[config.mk]
export PLATFORM = sky130hd
export DESIGN_NAME = piso_shift_reg_flat
export DESIGN_NICKNAME = d
export VERILOG_FILES = /design/src/rtl/piso_shift_reg_if.sv /design/src/rtl/piso_shift_reg.sv /design/src/flat_wrapper.sv
export SDC_FILE = /design/constraint.sdc
export NUM_CORES = 1
export LEC_CHECK = 0
export CAP_MARGIN = 20
export CORE_AREA = 2 2 46 48
export CTS_BUF_LIST = sky130_fd_sc_hd__clkbuf_8
export CTS_CLUSTER_DIAMETER = 150
export DETAILED_ROUTE_END_ITERATION = 7
export DIE_AREA = 0 0 48 50
export PLACE_DENSITY = 0.81
export SLEW_MARGIN = 30
export SYNTH_ARGS = -nofsm -noshare
export SYNTH_HDL_FRONTEND = slang
export SYNTH_SLANG_ARGS = --single-unit
[constraint.sdc]
create_clock -name cp -period 1.7 [get_ports cp]
set_clock_uncertainty 0.15 [all_clocks]
set_input_delay 0.51 -clock cp [delete_from_list [all_inputs] [get_ports cp]]
set_output_delay 0.51 -clock cp [all_outputs]
set_load 0.005 [all_outputs]
[src/rtl/piso_shift_reg_if.sv]
// piso_shift_reg_if: load handshake, control and serial output bundle for
// piso_shift_reg.
//   master modport (data source / serial sink side):
//     drives  inh, ld, p, msb_first, ds
//     samples ld_rdy, out, out_, busy, done
//   slave modport (the serializer):
//     samples inh, ld, p, msb_first, ds
//     drives  ld_rdy, out, out_, busy, done
interface piso_shift_reg_if #(
    parameter int WIDTH = 8
);
    logic             inh;
    logic             ld;
    logic             ld_rdy;
    logic [WIDTH-1:0] p;
    logic             msb_first;
    logic             ds;
    logic             out;
    logic             out_;
    logic             busy;
    logic             done;

    modport master (
        output inh, ld, p, msb_first, ds,
        input  ld_rdy, out, out_, busy, done
    );

    modport slave (
        input  inh, ld, p, msb_first, ds,
        output ld_rdy, out, out_, busy, done
    );
endinterface

[src/rtl/piso_shift_reg.sv]
// piso_shift_reg: WIDTH-generic parallel-in/serial-out shift register.
// A word is captured on the ld && ld_rdy handshake. It is then shifted out
// one bit per non-inhibited clock, MSB-first or LSB-first as selected for
// that word. Back-to-back loads give gap-free streams.
// Optional feature: define PISO_PARITY_EN to append one even-parity bit
// after each word.
// Ports:
//   cp   clock, rising edge
//   mr   asynchronous active-high master reset
//   bus  piso_shift_reg_if.slave: inh, ld/ld_rdy, p, msb_first, ds in;
//        out/out_, busy, done out
module piso_shift_reg #(
    parameter  int WIDTH = 8,
    localparam int CW    = $clog2(WIDTH)
) (
    input  logic              cp,
    input  logic              mr,
    piso_shift_reg_if.slave   bus
);

    typedef enum logic [1:0] {
        IDLE   = 2'd0,
        SHIFT  = 2'd1
`ifdef PISO_PARITY_EN
        , PARITY = 2'd2
`endif
    } state_t;

    state_t           state_r;
    state_t           state_nxt_s;
    logic [WIDTH-1:0] sreg_r;
    logic [CW-1:0]    cnt_r;
    logic             dir_r;
    logic             done_r;
    logic             load_s;
    logic             last_s;
    logic             ld_rdy_s;
    logic             out_s;
`ifdef PISO_PARITY_EN
    logic             par_r;

    function automatic logic even_parity(input logic [WIDTH-1:0] v);
        return ^v;
    endfunction
`endif

    // State register
    always_ff @(posedge cp or posedge mr) begin
        if (mr) begin
            state_r <= IDLE;
        end else begin
            state_r <= state_nxt_s;
        end
    end

    // Next-state logic; load_s marks a completed handshake this cycle
    always_comb begin
        state_nxt_s = state_r;
        load_s      = 1'b0;
        if (bus.inh) begin
            state_nxt_s = state_r;
        end else begin
            load_s = bus.ld && ld_rdy_s;
            case (state_r)
                IDLE: begin
                    if (load_s) state_nxt_s = SHIFT;
                    else        state_nxt_s = IDLE;
                end
                SHIFT: begin
                    if (cnt_r != {CW{1'b0}}) begin
                        state_nxt_s = SHIFT;
                    end else begin
`ifdef PISO_PARITY_EN
                        state_nxt_s = PARITY;
`else
                        if (load_s) state_nxt_s = SHIFT;
                        else        state_nxt_s = IDLE;
`endif
                    end
                end
`ifdef PISO_PARITY_EN
                PARITY: begin
                    if (load_s) state_nxt_s = SHIFT;
                    else        state_nxt_s = IDLE;
                end
`endif
                default: state_nxt_s = IDLE;
            endcase
        end
    end

    // Output decode: last emitting cycle, load ready and serial bit
    always_comb begin
        last_s = 1'b0;
        out_s  = 1'b0;
`ifdef PISO_PARITY_EN
        last_s = (state_r == PARITY);
`else
        last_s = (state_r == SHIFT) && (cnt_r == {CW{1'b0}});
`endif
        ld_rdy_s = !bus.inh && ((state_r == IDLE) || last_s);
`ifdef PISO_PARITY_EN
        if (state_r == PARITY) begin
            out_s = par_r;
        end else if (dir_r) begin
            out_s = sreg_r[WIDTH-1];
        end else begin
            out_s = sreg_r[0];
        end
`else
        if (dir_r) begin
            out_s = sreg_r[WIDTH-1];
        end else begin
            out_s = sreg_r[0];
        end
`endif
    end

    // Datapath: capture on handshake, shift in SHIFT, done pulse after last
    always_ff @(posedge cp or posedge mr) begin
        if (mr) begin
            sreg_r <= {WIDTH{1'b0}};
            cnt_r  <= {CW{1'b0}};
            dir_r  <= 1'b1;
            done_r <= 1'b0;
`ifdef PISO_PARITY_EN
            par_r  <= 1'b0;
`endif
        end else if (bus.inh) begin
            done_r <= 1'b0;
        end else begin
            done_r <= last_s;
            if (load_s) begin
                sreg_r <= bus.p;
                dir_r  <= bus.msb_first;
                cnt_r  <= CW'(WIDTH - 1);
`ifdef PISO_PARITY_EN
                par_r  <= even_parity(bus.p);
`endif
            end else if (state_r == SHIFT) begin
                // Shift toward the output end, filling the vacated end with ds
                if (dir_r) sreg_r <= {sreg_r[WIDTH-2:0], bus.ds};
                else       sreg_r <= {bus.ds, sreg_r[WIDTH-1:1]};
                if (cnt_r != {CW{1'b0}}) cnt_r <= cnt_r - CW'(1);
            end
        end
    end

    assign bus.ld_rdy = ld_rdy_s;
    assign bus.out    = out_s;
    assign bus.out_   = ~out_s;
    assign bus.busy   = (state_r != IDLE);
    assign bus.done   = done_r;

endmodule

[src/flat_wrapper.sv]
// flat-port wrapper written by rule: the top's interface ports become plain ports
module piso_shift_reg_flat 
#(
    parameter  int WIDTH = 8,
    localparam int CW    = $clog2(WIDTH)
)
  (cp, mr, bus_inh, bus_ld, bus_p, bus_msb_first, bus_ds, bus_ld_rdy, bus_out, bus_out_, bus_busy, bus_done);
  piso_shift_reg_if #(.WIDTH(WIDTH)) bus_i ();
  input  logic cp;
  input  logic mr;
  input wire logic [$bits(bus_i.inh)-1:0] bus_inh;
  input wire logic [$bits(bus_i.ld)-1:0] bus_ld;
  input wire logic [$bits(bus_i.p)-1:0] bus_p;
  input wire logic [$bits(bus_i.msb_first)-1:0] bus_msb_first;
  input wire logic [$bits(bus_i.ds)-1:0] bus_ds;
  output wire logic [$bits(bus_i.ld_rdy)-1:0] bus_ld_rdy;
  output wire logic [$bits(bus_i.out)-1:0] bus_out;
  output wire logic [$bits(bus_i.out_)-1:0] bus_out_;
  output wire logic [$bits(bus_i.busy)-1:0] bus_busy;
  output wire logic [$bits(bus_i.done)-1:0] bus_done;
  assign bus_i.inh = bus_inh;
  assign bus_i.ld = bus_ld;
  assign bus_i.p = bus_p;
  assign bus_i.msb_first = bus_msb_first;
  assign bus_i.ds = bus_ds;
  assign bus_ld_rdy = bus_i.ld_rdy;
  assign bus_out = bus_i.out;
  assign bus_out_ = bus_i.out_;
  assign bus_busy = bus_i.busy;
  assign bus_done = bus_i.done;
  piso_shift_reg #(.WIDTH(WIDTH)) u_core (.cp(cp), .mr(mr), .bus(bus_i));
endmodule
==> results.cfg <==
[run_status]
status = complete, but fails checks
violations = negative setup slack

[power_and_ir_drop]
leakage_nw = 0.583
switching_power_w = 0.000631
power.share.clock_pct = 16.3
power_frac_seq_pct = 29.3
p_int_w = 0.00135
share_comb_of_total_power_pct = 54.3
peakVddDrop_v = 0.000948
swShare_pct = 31.9
power.density_nw_per_um2 = 1560

[layout]
design_area_um2 = 1270
post-route-util_pct = 66.9
fillCellCount = 159
layout-drive-gt1-share_pct = 42.7
synthToLayoutAreaGrowth_pct = 53.9
diodes = 0
layout.nets = 134

[timing]
min_period_over_period_pct = 110
slew-limit-headroom_pct = 84.2
hold_violations = 0
finalWorstSetupSlack_ns = -0.176
fmax_ghz = 0.533
tightest_slew_ns = 0.237
finalCriticalPeriod_ns = 1.88
rsz0062_at_grt = yes
fin_setup_tns_ns = -0.604
setup_viol = 12
slew_viol_final = 0

[synthesis]
synth_seq_cells = 14
yosysSeqAreaShare_pct = 42.5
synthesis.nets = 92
synth_enable_flop_cells = 0
async_flop_share_pct = 100
ys_types = 21
ys.warnings.count = 0
syn_avg_cell_area_um2 = 10.9
synth_area_um2 = 827
syn_inst = 76
synth-main-ff-cell = dfrtp_1

[detailed_routing]
num_vias = 687
ant_nets = 0
wire_per_inst_um = 12.5
routed_wl_um = 1800
drtIter0Drc = 3
drt_pass1_iterations = 2
drc = 0
routed_via_density = 4.77

[setup_path]
worstPathArrival_ns = 1.22
crit_path_end_kind = output port
path_class = reg -> out
crit_start = u_core.cnt_r[0]
crit_path_start_kind = register
r2r-start = u_core.cnt_r[0]
cp.required_ns = 1.04
crit_fanout = 2

[global_routing]
antenna_found_initial = 0
track_usage_pct = 17.0
grt_pass1_wl_um = 2930
overflow = 0
first_global_vias = 721
grt_max_degree = 17

[worst_hold_path]
min_from = u_core.sreg_r[2]
hold_class = reg -> reg

[floorplanning]
ios = 19
die_x_um = 48
dieHeight_um = 50
initial_utilization_pct = 43.5
core_area_um2 = 1900
rows = 16
dieArea_um2 = 2400

[placed_design]
dp_hpwl_um = 1280
io_buffers = 18
postPlaceCellArea_um2 = 1130
gp_congestion = 0.750

[cts]
cts.path.max_buffers = 2
cts_root_buf = clkbuf_8
cts.clk_slew.worst_paths_ns = 0.06
insertion_delay_ns = 0.24
cts.sinks = 14
cts_tree = built
numCtsBuffers = 3
cts.htree.levels = 1

[flow_run]
cap_violations = 0
-- per-layer routing --
metal / global-route usage (%) / vias to the layer above / routed length (µm)
li1: - / 343 / -
met1: 17.9 / 329 / 709
met2: 31.1 / 13 / 1010
met3: 3.66 / 2 / 72
met4: 5.41 / 0 / 8
met5: 0 / - / 0
-- final timing paths --
path | slack (ns) | end | depth (start not counted)
worst max-delay path | -0.18 | bus_ld_rdy | 6
worst max register to register | -0.05 | u_core.sreg_r[3] | 9
min in group asynchronous | 0.42 | u_core.sreg_r[3] | 3
max in group asynchronous | 0.74 | u_core.dir_r | 3
worst min register to register | 0.37 | u_core.sreg_r[2] | 2
worst min-delay path | 0.37 | u_core.sreg_r[2] | 2
-- sequential cells by signal, summed over array words and instances (netlist names) --
register	cells
u_core.cnt_r	3
u_core.dir_r	1
u_core.sreg_r	8
u_core.state_r	1
u_core.bus.done	1
-- synthesized netlist by cell type (2+ instances only) --
cell type	instances	area share, %
buf_6	3	4.1
o21ai_1	8	4.8
nand2b_4	2	3.3
o21bai_1	2	1.8
a2bb2oi_1	2	2.1
mux2_2	9	12
nor2_1	2	0.91
dfrtp_1	13	39
ha_1	2	3.0
nand2_1	8	3.6
inv_1	5	2.3
nor3_1	2	1.2
mux2i_1	10	12
-- per-stage QoR --
| stage | hold WS (ns) | setup slack [ns] | total power, W | instances |
|---|---|---|---|---|
| 2_1_floorplan | 0.249 | 0.0739 | 0.00114 | 76 |
| 3_3_place_gp | 0.346 | -0.494 | 0.00149 | 133 |
| 3_5_place_dp | 0.357 | -0.489 | 0.00153 | 133 |
| 4_1_cts | 0.372 | -0.196 | 0.00192 | 141 |
| 5_1_grt | 0.394 | -0.254 | 0.00213 | 144 |
| 6_report | 0.366 | -0.176 | 0.00198 | 144 |
-- layout by cell type (no fill, tap or decap), drive strengths merged, types with 3 or more instances in the layout --
cell,Yosys,final
nand2,8,8
dfrtp,13,13
inv,5,5
o21ai,9,9
mux2i,10,10
clkbuf,0,4
buf,4,26
mux2,9,9
dlygate4sd2,0,3
clkdlybuf4s50,0,11
-- cell type report --
| cell class | instances | area (µm²) | share of cell area [%] |
|---|---|---|---|
| Timing Repair Buffer | 41 | 365 | 28.7 |
| Sequential cell | 14 | 352 | 27.6 |
| Tap cell | 27 | 33.8 | 2.65 |
| Multi-Input combinational cell | 53 | 448 | 35.2 |
| Inverter | 5 | 18.8 | 1.47 |
| Clock buffer | 4 | 55.1 | 4.33 |
-- cell families (layout without fill, tap and decap cells) --
group | Yosys count | in the layout | share of synthesized area [%]
AOI/OAI and AO/OA | 15 | 15 | 11.0
buffers and inverters | 9 | 50 | 7.26
DFF | 14 | 14 | 42.5
muxes | 19 | 19 | 24.4
and+or+nand+nor | 17 | 17 | 11.8
adders and majority gates | 2 | 2 | 3.03
-- power groups by stage --
stage	registers [W]	clock network, W	logic [W]
3_5_place_dp	0.000583	0	0.000952
3_3_place_gp	0.000575	0	0.000918
2_1_floorplan	0.000566	0	0.000569
4_1_cts	0.000580	0.000334	0.00101
5_1_grt	0.000601	0.000352	0.00118
6_report	0.000581	0.000323	0.00108
-- worst max-delay path: stages (launching register included) --
cell,delay [ns]
dfrtp_1,0.39
inv_2,0.09
ha_4,0.14
nand2b_4,0.05
and2_4,0.14
nor2_2,0.06
buf_2,0.11
-- what timing repair did --
item                                    CTS  global route
setup buffers                             4             3
pin swaps                                 4             5
gates resized for setup                  24             7
endpoints found under the setup margin   14            13
endpoints found under the hold margin     0             0
hold buffers                              0             0
Power figures use the tool's default switching activity.
